## src/rtl/cpu_pkg.sv

```systemverilog
// Shared definitions for the pipelined accumulator CPU: opcode encodings and
// width derivation helpers used by the core and its testbench.
package cpu_pkg;

  localparam logic [3:0] OP_ADD_AI = 4'h0;
  localparam logic [3:0] OP_MOV_AB = 4'h1;
  localparam logic [3:0] OP_IN_A   = 4'h2;
  localparam logic [3:0] OP_MOV_AI = 4'h3;
  localparam logic [3:0] OP_MOV_BA = 4'h4;
  localparam logic [3:0] OP_ADD_BI = 4'h5;
  localparam logic [3:0] OP_IN_B   = 4'h6;
  localparam logic [3:0] OP_MOV_BI = 4'h7;
  localparam logic [3:0] OP_ADD_AB = 4'h8;
  localparam logic [3:0] OP_OUT_B  = 4'h9;
  // NOP by default, SUB A,B when the SUB_EN build option is enabled
  localparam logic [3:0] OP_SUB_AB = 4'hA;
  localparam logic [3:0] OP_OUT_I  = 4'hB;
  localparam logic [3:0] OP_LDPG   = 4'hC;
  localparam logic [3:0] OP_NOP    = 4'hD;
  localparam logic [3:0] OP_JNC    = 4'hE;
  localparam logic [3:0] OP_JMP    = 4'hF;

  function automatic int unsigned instr_width(int unsigned data_w);
    return 4 + data_w;
  endfunction

  function automatic int unsigned page_width(int unsigned addr_w, int unsigned data_w);
    return addr_w - data_w;
  endfunction

endpackage

```

## src/rtl/cpu_alu.sv

```systemverilog
// Combinational DATA_W adder/subtractor. carry is the carry-out on add and
// the borrow (x < y) on subtract.
module cpu_alu #(
  parameter int unsigned DATA_W = 4
) (
  input  logic [DATA_W-1:0] x,
  input  logic [DATA_W-1:0] y,
  input  logic              sub,
  output logic [DATA_W-1:0] result,
  output logic              carry
);

  logic [DATA_W:0] ext;

  // Extend by one bit so the top bit holds carry or borrow
  always_comb begin
    if (sub) ext = {1'b0, x} - {1'b0, y};
    else     ext = {1'b0, x} + {1'b0, y};
    result = ext[DATA_W-1:0];
    carry  = ext[DATA_W];
  end

endmodule

```

## src/rtl/cpu_core_pipe.sv

```systemverilog
// Two-stage (fetch/execute) accumulator CPU core with fetch handshake,
// branch squash, page register for wide jump targets and an output strobe.
// Build option: define SUB_EN to turn opcode A into SUB A,B (else NOP).
module cpu_core_pipe
  import cpu_pkg::*;
#(
  parameter int unsigned DATA_W = 4,
  parameter int unsigned ADDR_W = 12
) (
  input  logic              clock,
  input  logic              reset,
  input  logic [DATA_W+3:0] mem_rdata,
  input  logic              mem_ready,
  input  logic [DATA_W-1:0] in_port,
  output logic [ADDR_W-1:0] address,
  output logic [DATA_W-1:0] a_reg_out,
  output logic [DATA_W-1:0] b_reg_out,
  output logic [DATA_W-1:0] out_port,
  output logic              out_valid
);

  localparam int unsigned INSTR_W = instr_width(DATA_W);
  localparam int unsigned PAGE_W  = page_width(ADDR_W, DATA_W);

  logic [ADDR_W-1:0]  pc_q, pc_d;
  logic [INSTR_W-1:0] ir_q, ir_d;
  logic               ir_valid_q, ir_valid_d;
  logic [DATA_W-1:0]  a_q, a_d;
  logic [DATA_W-1:0]  b_q, b_d;
  logic [DATA_W-1:0]  out_port_q, out_port_d;
  logic               out_valid_q, out_valid_d;
  logic               cflag_q, cflag_d;
  logic [PAGE_W-1:0]  page_q, page_d;

  logic [3:0]        opcode;
  logic [DATA_W-1:0] imm;
  logic [PAGE_W-1:0] page_ldpg;
  logic              take_jump;

  logic [DATA_W-1:0] alu_x, alu_y, alu_result;
  logic              alu_sub, alu_carry;

  assign opcode = ir_q[INSTR_W-1:DATA_W];
  assign imm    = ir_q[DATA_W-1:0];

  // LDPG shifts the immediate into the bottom of the page register
  if (PAGE_W > DATA_W) begin : g_page_wide
    assign page_ldpg = {page_q[PAGE_W-DATA_W-1:0], imm};
  end else begin : g_page_narrow
    assign page_ldpg = imm[PAGE_W-1:0];
  end

  // Select ALU operands for the executing instruction
  always_comb begin
    alu_x   = a_q;
    alu_y   = imm;
    alu_sub = 1'b0;
    case (opcode)
      OP_ADD_BI: alu_x = b_q;
      OP_ADD_AB: alu_y = b_q;
`ifdef SUB_EN
      OP_SUB_AB: begin
        alu_y   = b_q;
        alu_sub = 1'b1;
      end
`endif
      default: ;
    endcase
  end

  cpu_alu #(
    .DATA_W (DATA_W)
  ) u_alu (
    .x      (alu_x),
    .y      (alu_y),
    .sub    (alu_sub),
    .result (alu_result),
    .carry  (alu_carry)
  );

  // Execute the IR and compute the next fetch; a taken jump wins over fetch
  always_comb begin
    a_d         = a_q;
    b_d         = b_q;
    out_port_d  = out_port_q;
    out_valid_d = 1'b0;
    cflag_d     = cflag_q;
    page_d      = page_q;
    take_jump   = 1'b0;

    if (ir_valid_q) begin
      case (opcode)
        OP_ADD_AI: begin a_d = alu_result; cflag_d = alu_carry; end
        OP_MOV_AB: begin a_d = b_q;        cflag_d = 1'b0;      end
        OP_IN_A:   begin a_d = in_port;    cflag_d = 1'b0;      end
        OP_MOV_AI: begin a_d = imm;        cflag_d = 1'b0;      end
        OP_MOV_BA: begin b_d = a_q;        cflag_d = 1'b0;      end
        OP_ADD_BI: begin b_d = alu_result; cflag_d = alu_carry; end
        OP_IN_B:   begin b_d = in_port;    cflag_d = 1'b0;      end
        OP_MOV_BI: begin b_d = imm;        cflag_d = 1'b0;      end
        OP_ADD_AB: begin a_d = alu_result; cflag_d = alu_carry; end
        OP_OUT_B: begin
          out_port_d  = b_q;
          out_valid_d = 1'b1;
          cflag_d     = 1'b0;
        end
        OP_SUB_AB: begin
`ifdef SUB_EN
          a_d     = alu_result;
          cflag_d = alu_carry;
`endif
        end
        OP_OUT_I: begin
          out_port_d  = imm;
          out_valid_d = 1'b1;
          cflag_d     = 1'b0;
        end
        OP_LDPG: begin page_d = page_ldpg; cflag_d = 1'b0; end
        OP_JNC: begin
          take_jump = ~cflag_q;
          cflag_d   = 1'b0;
        end
        OP_JMP: begin take_jump = 1'b1; cflag_d = 1'b0; end
        default: ;
      endcase
    end

    ir_d = ir_q;
    if (take_jump) begin
      // The word fetched alongside a taken jump is squashed
      pc_d       = {page_q, imm};
      ir_valid_d = 1'b0;
    end else if (mem_ready) begin
      ir_d       = mem_rdata;
      ir_valid_d = 1'b1;
      pc_d       = pc_q + ADDR_W'(1);
    end else begin
      pc_d       = pc_q;
      ir_valid_d = 1'b0;
    end
  end

  // Architectural and pipeline state
  always_ff @(posedge clock or negedge reset) begin
    if (!reset) begin
      pc_q        <= '0;
      ir_q        <= {OP_NOP, {DATA_W{1'b0}}};
      ir_valid_q  <= 1'b0;
      a_q         <= '0;
      b_q         <= '0;
      out_port_q  <= '0;
      out_valid_q <= 1'b0;
      cflag_q     <= 1'b0;
      page_q      <= '0;
    end else begin
      pc_q        <= pc_d;
      ir_q        <= ir_d;
      ir_valid_q  <= ir_valid_d;
      a_q         <= a_d;
      b_q         <= b_d;
      out_port_q  <= out_port_d;
      out_valid_q <= out_valid_d;
      cflag_q     <= cflag_d;
      page_q      <= page_d;
    end
  end

  assign address   = pc_q;
  assign a_reg_out = a_q;
  assign b_reg_out = b_q;
  assign out_port  = out_port_q;
  assign out_valid = out_valid_q;

endmodule
```

## config.mk

```make
export PLATFORM = sky130hd
export DESIGN_NAME = cpu_core_pipe
export DESIGN_NICKNAME = d
export VERILOG_FILES = /design/src/rtl/cpu_pkg.sv /design/src/rtl/cpu_alu.sv /design/src/rtl/cpu_core_pipe.sv
export SDC_FILE = /design/constraint.sdc
export NUM_CORES = 1
export LEC_CHECK = 0
export ABC_AREA = 1
export CAP_MARGIN = 30
export CORE_ASPECT_RATIO = 1.4
export CORE_UTILIZATION = 40
export DETAILED_ROUTE_END_ITERATION = 10
export HOLD_SLACK_MARGIN = 0.03
export PLACE_DENSITY = 0.62
export SLEW_MARGIN = 20
export SYNTH_ARGS = -nofsm -noshare
export SYNTH_HDL_FRONTEND = slang
export SYNTH_SLANG_ARGS = --single-unit
export TNS_END_PERCENT = 20
```

## constraint.sdc

```tcl
create_clock -name clock -period 2.39 [get_ports clock]
set_input_delay 0.478 -clock clock [delete_from_list [all_inputs] [get_ports clock]]
set_output_delay 0.478 -clock clock [all_outputs]
set_load 0.02 [all_outputs]
```

==> summary.txt, run 1 <==
Commonest cells after routing, fill and taps aside: 147 x nand2_1, 40 x dfrtp_1, 38 x clkdlybuf4s50_1, 34 x nand3_1, 30 x inv_1
Reg2reg setup slack: 0.16 ns
Top FF cell, synth: dfrtp_1
ANT nets after route: 0
I/O Buffers: 39
Met3 Use GR: 0.02658
Fill cell count: 654
Worst path buffer plus inverter count: 3
Post-layout min period: 2.227 ns
Startpoint Class: flip-flop
CTS Sinks: 43
Initial Util: 0.4228
Placer congestion estimate: 0.8875
Die area: 0.007036 sq mm
Met2 Use GR: 0.4139
Total wire length: 7366 microns
#FFs+latches synth: 43
Yosys warnings: 0
Clock Pin Slew Worst Setup and Hold Paths: 0.09 ns
CP top delay family: simple AND/OR/NAND/NOR gates
Fin nets: 444
Number of post-CTS setup repair buffers: 0
Post-Place Worst Slack: 0.09257 ns
Drt pass-1 iters: 7
# H-tree levels: 2
Clock Skews: 0.008062 ns
Slew HR: 0.6542
Drt via density: 5.111
Area Overhead vs Synth: 24.28%
Seq/Total Area, Yosys: 0.4029
Post-Synthesis Cell Area: 0.002680 sq mm
Power after layout: 3.186 mW
Gr usage total: 0.2226
Fin Hold WS: 0.1417 ns
Chip width: 71.18 microns
CP max FO: 5
Die Ht: 98.85 microns
Most used cell along the critical path: nand2_1
Slowest CP cell: dfstp_2
MaxCap Viol Count: 0
# rows: 34
Fmax: 449.0 MHz
Most common cell after layout, fill and taps aside: nand2_1
Total leakage power: 1.653 nW
DPL Wire Length: 5730 microns
Vias in the first global route: 2,467
CTS buffer count: 5
Syn nets: 391
Initial antenna violation count: 0
Crit path setup slack, layout: 0.1628 ns
Iter 0 DRT Violations: 105
Hold Path Class: primary input to async pin
N_diodes: 0
Final worst-path cycle share: 0.9319
Critical R2R Launch: ir_q[7]$_DFFE_PN1P_
Worst path max stage delay: 0.60 ns
Hold Fails Final Rpt: 0
Post-synth EDFFs: 0
Layout cells sized above 1: 0.1415
Routed length per instance: 14.85 microns
Critical Path Sink Type: flip-flop
Final setup TNS: 0 ns
CTS tree: yes
Aggregate global routing overflow: 0
M1 GR Usage: 0.2571
Largest net degree at the start of global routing: 23
Power density cells: 956.6 mW/mm^2
Final setup vio count: 0
Core box area: 0.006339 sq mm
Ys async rst share: 1.000
Failing checks: design-rule violations
CTS Buffer Depth: 2
Root buffer selected by CTS: clkbuf_8
Post-Synthesis Cells: 370
Kind of critical path: flip-flop to flip-flop
Outcome: complete, but fails checks
Synth unique cells: 30
FF-to-FF path depth: 14
Placed Cells: 488
First-pass GRT wire length: 12,090 microns
Crit path arrival time: 2.42 ns
PostCTS Resize Cnt: 0
CP Cell Sequence: inv_2 -> nand2_2 -> nor2_4 -> buf_4 -> nand2_1 -> o21ai_0 -> ha_1 -> inv_1 -> nand2_1 -> nand3_1 -> nand3_1 -> nand2_1 -> nand2_1 -> nand2_1
Data required, critical path: 2.58 ns
Final slew viol count: 0
Reg-to-Reg End: b_reg_out[3]$_DFFE_PN0P_
Worst IR Drop VDD: 0.0004350 V
Fin cells: 496
Most Crowded Layer GR: met2
DR vias: 2,535
# IOs: 40
Synth Area per Inst: 7.243 sq um
Hold-fix buffers, CTS: 0
Worst slew pin tran: 0.5187 ns
DRC violation count after routing: 4
Clock latency on the worst-skew pair: 0.30 ns
worst max-delay path by stage:
| stage | startpoint | end | slack, ns | cells past startpoint |
|---|---|---|---|---|
| global placement | ir_q[7]$_DFFE_PN1P_ | b_reg_out[1]$_DFFE_PN0P_ | 0.12 | 11 |
| floorplan | ir_q[6]$_DFFE_PN1P_ | b_reg_out[2]$_DFFE_PN0P_ | 0.14 | 14 |
| global route | ir_q[7]$_DFFE_PN1P_ | b_reg_out[3]$_DFFE_PN0P_ | -0.009 | 13 |
| CTS | ir_q[6]$_DFFE_PN1P_ | a_reg_out[2]$_DFFE_PN0P_ | 0.06 | 11 |
| finish | ir_q[7]$_DFFE_PN1P_ | b_reg_out[3]$_DFFE_PN0P_ | 0.16 | 14 |
| detailed placement | ir_q[6]$_DFFE_PN1P_ | a_reg_out[2]$_DFFE_PN0P_ | 0.09 | 11 |
stage by stage:
stage,cell area [sq um],utilization
CTS,3301,0.5207
detailed placement,3188,0.5030
global route,3331,0.5255
floorplan,2680,-
finish,3331,0.5255
global placement,3188,0.5030
cells in the mapped netlist, types with 6 or more instances:
| cell type | count | area, sq um |
|---|---|---|
| nand2_1 | 149 | 559.3 |
| dfrtp_1 | 40 | 1001 |
| nand3_1 | 34 | 170.2 |
| inv_1 | 30 | 112.6 |
| nor2_1 | 26 | 97.59 |
| a21oi_1 | 10 | 50.05 |
| o21ai_0 | 10 | 50.05 |
| nand4_1 | 9 | 56.30 |
| o21ai_1 | 9 | 45.04 |
| buf_6 | 6 | 67.56 |
| inv_2 | 6 | 22.52 |
| mux2_2 | 6 | 67.56 |
state kept, by name (all words and copies together) (netlist names):
register	cells
a_reg_out	4
address	12
b_reg_out	4
cflag_q	1
ir_q	8
ir_valid_q	1
out_port	4
out_valid	1
page_q	8
kinds of logic after synthesis:
kind of cell	after synthesis	synth area share
AO/OA/AOI/OAI	31	0.06023
XOR/XNOR	5	0.01634
adder cells (fa/ha/maj)	6	0.03081
buffers and inverters	45	0.08263
flip-flops	43	0.4029
multiplexers	6	0.02521
AND/OR/NAND/NOR	234	0.3819
metal layers:
layer  vias to the layer above  share of wire
li1                       1284              -
met1                      1186           0.41
met4                         0          0.023
met3                         8          0.029
met5                         -              0
met2                        57           0.53
cell type report:
cell class / count / area, sq um / area share
Clock buffer: 5 / 68.82 / 0.02066
Clock inverter: 3 / 43.79 / 0.01315
Multi-Input combinational cell: 282 / 1409 / 0.4230
Sequential cell: 43 / 1080 / 0.3242
Timing Repair Buffer: 54 / 498.0 / 0.1495
Inverter: 37 / 141.4 / 0.04245
Tap cell: 72 / 90.09 / 0.02705
power breakdown:
group / total (mW) / switching (mW) / internal (mW)
clock network: 0.586 / 0.274 / 0.312
logic: 1.42 / 0.784 / 0.632
registers: 1.18 / 0.226 / 0.958
total: 3.19 / 1.28 / 1.90
Note: power is estimated with default switching activity, not from simulation.
==> inputs of run 2 (changes only) <==
--- a/config.mk
+++ b/config.mk
@@ -11,7 +11,8 @@
 export CORE_UTILIZATION = 40
 export DETAILED_ROUTE_END_ITERATION = 10
 export HOLD_SLACK_MARGIN = 0.03
-export PLACE_DENSITY = 0.62
+export PLACE_DENSITY = 0.6
+export SETUP_SLACK_MARGIN = 0.15
 export SLEW_MARGIN = 20
 export SYNTH_ARGS = -nofsm -noshare
 export SYNTH_HDL_FRONTEND = slang
==> constraint.sdc (replaced) <==
create_clock -name clock -period 2.7 [get_ports clock]
set_input_delay 0.54 -clock clock [delete_from_list [all_inputs] [get_ports clock]]
set_output_delay 0.54 -clock clock [all_outputs]
set_load 0.02 [all_outputs]
==> run 2 against run 1 <==
Net effect:
- via count shrank 0.95%
- fmax down 4.2%
- the run still ends with design-rule violations left
- register-to-register slack gained 0.21 ns
- total power decreased by 13%
- first-iteration DRC count is 14% lower
- critical endpoint unchanged
- wire length is 2.5% lower
- sequential power is 9% lower
- count of clock-buffer cells in the layout stayed put
- combinational power down 15%
==> summary.txt, run 2 (synthesis results as in run 1) <==
Vias in the first global route: 2,498 (+1.3%)
Fin cells: 487 (-1.8%)
Initial antenna violation count: 0 (unchanged)
Clock latency on the worst-skew pair: 0.30 ns (about the same)
Crit path arrival time: 2.52 ns (+0.10 ns)
Finished Cell Area: 0.003246 sq mm (-2.6%)
Die area: 0.007036 sq mm (unchanged)
CP max FO: 6 (+1)
RSZ-0062 raised after global routing: no
Failing checks: design-rule violations
CTS buffer count: 5 (unchanged)
Initial Util: 0.4228 (unchanged)
Data required, critical path: 2.89 ns (+0.31 ns)
Area post-placement: 0.003105 sq mm (-2.6%)
Clock Skews: 0.009323 ns (+0.001261 ns)
Slew HR: 0.6493 (-0.004907)
Drt pass-1 iters: 7 (unchanged)
Largest net degree at the start of global routing: 34 (+48%)
Layout cells sized above 1: 0.1157 (-0.02585)
Final slew viol count: 0 (unchanged)
Clock Pin Slew Worst Setup and Hold Paths: 0.09 ns (about the same)
DRC violation count after routing: 4 (unchanged)
CTS Buffer Depth: 2 (unchanged)
Root buffer selected by CTS: clkbuf_8
Commonest cells after routing, fill and taps aside: 148 x nand2_1, 40 x dfrtp_1, 38 x clkdlybuf4s50_1, 34 x nand3_1, 30 x inv_1
Drt via density: 5.156 (+0.88%)
Iter 0 DRT Violations: 90 (-14%)
Power density cells: 858.6 mW/mm^2 (-10%)
MaxCap Viol Count: 0 (unchanged)
Final setup TNS: 0 ns (unchanged)
Fmax: 430.2 MHz (-4.2%)
Gr usage total: 0.2273 (+0.004670)
Hold-fix buffers, CTS: 0 (unchanged)
Final setup vio count: 0 (unchanged)
Max reg flops: 12 (unchanged)
Worst slew pin tran: 0.5248 ns (+0.006116 ns)
First-pass GRT wire length: 12,220 microns (+1.1%)
Aggregate global routing overflow: 0 (unchanged)
CTS tree: yes
Total wire length: 7183 microns (-2.5%)
I/O Buffers: 39 (unchanged)
CTS Sinks: 43 (unchanged)
DPL Wire Length: 5547 microns (-3.2%)
Hold Fails Final Rpt: 0 (unchanged)
DR vias: 2,511 (-0.95%)
Routed length per instance: 14.75 microns (-0.68%)
ANT nets after route: 0 (unchanged)
Post-layout min period: 2.325 ns (+0.09742 ns)
Fin nets: 435 (-2.0%)
N_diodes: 0 (unchanged)
Final worst-path cycle share: 0.8610 (-0.07091)
Most common cell after layout, fill and taps aside: nand2_1
# IOs: 40 (unchanged)
Fin Hold WS: 0.09639 ns (-0.04527 ns)
Worst IR Drop VDD: 0.0005561 V (+28%)
Die Ht: 98.85 microns (unchanged)
Hold Path Class: primary input to async pin
Seq. cell area: 0.001080 sq mm (unchanged)
Placer congestion estimate: 0.9858 (+11%)
Area Overhead vs Synth: 21.10%
# H-tree levels: 2 (unchanged)
Startpoint Class: flip-flop
# rows: 34 (unchanged)
Footprint of the multi-input gates: 0.001391 sq mm (-1.2%)
Fill cell count: 639 (-2.3%)
Total leakage power: 1.609 nW (-2.7%)
Critical Path Sink Type: flip-flop
Outcome: complete, but fails checks
Chip width: 71.18 microns (unchanged)
Core box area: 0.006339 sq mm (unchanged)
Kind of critical path: flip-flop to flip-flop
Placed Cells: 477 (-2.3%)
-- run 2: cell types whose count changed in the layout (fill, tap and decap cells not counted) --
| cell | delta |
|---|---|
| nor2_4 | -2 |
| fa_1 | +1 |
| nor2_2 | +2 |
| o21ai_1 | -1 |
| ha_2 | -1 |
| fa_2 | -1 |
| nand2_2 | -1 |
| nand2_1 | +1 |
| o21ai_0 | +1 |
| ha_1 | +1 |
| buf_4 | -9 |
-- run 2: area by class of cell --
type                            instances  area share
Timing Repair Buffer                   45      0.1326
Multi-Input combinational cell        282      0.4287
Sequential cell                        43      0.3327
Tap cell                               72     0.02776
Clock buffer                            5     0.02120
Clock inverter                          3     0.01349
Inverter                               37     0.04356
-- run 2: worst max-delay path, cell delays in order (launching register included) --
cell,delay (ns)
dfstp_2,0.59
inv_2,0.07
nor2_2,0.23
nand2_2,0.15
nand2_1,0.08
o21ai_0,0.09
ha_1,0.43
inv_1,0.07
nand2_1,0.06
nand3_1,0.10
nand3_1,0.14
nand2_1,0.07
nand2_1,0.07
nand2_1,0.05
-- run 2: report_power, final --
group          total (mW)  internal [mW]  switching, mW
combinational        1.20          0.535          0.662
clock               0.520          0.276          0.244
sequential           1.07          0.848          0.223
-- run 2: metal layers --
| layer | share of wire | vias up | GRT usage |
|---|---|---|---|
| met2 | 0.54 | 74 | 0.4322 |
| met3 | 0.034 | 20 | 0.03374 |
| li1 | - | 1262 | - |
| met1 | 0.39 | 1155 | 0.2435 |
| met5 | 0 | - | 0 |
| met4 | 0.030 | 0 | 0.09692 |
-- run 2: stage by stage --
step / setup slack, ns / utilization / power, mW
floorplan: 0.4522 / - / 1.765
global placement: 0.3288 / 0.4899 / 2.262
detailed placement: 0.3186 / 0.4899 / 2.264
CTS: 0.2728 / 0.5077 / 2.790
global route: 0.1926 / 0.5120 / 2.987
finish: 0.3754 / 0.5120 / 2.787
-- run 2: timing repair --
item,in CTS,in global routing
buffers inserted,0,2
endpoints found under the setup margin,0,4
resized for setup,0,3
-- run 2: path summary, 6_finish.rpt --
path	to	cells past startpoint	start	slack, ns
hold / removal	cflag_q$_DFFE_PN0P_	1	reset	0.1
setup / recovery	b_reg_out[3]$_DFFE_PN0P_	13	ir_q[7]$_DFFE_PN1P_	0.38
setup reg to reg	b_reg_out[3]$_DFFE_PN0P_	13	ir_q[7]$_DFFE_PN1P_	0.38
hold reg to reg	address[8]$_DFFE_PN0P_	2	page_q[4]$_DFFE_PN0P_	0.49
max in group asynchronous	a_reg_out[0]$_DFFE_PN0P_	2	reset	1.89
min in group clock	address[8]$_DFFE_PN0P_	2	page_q[4]$_DFFE_PN0P_	0.49
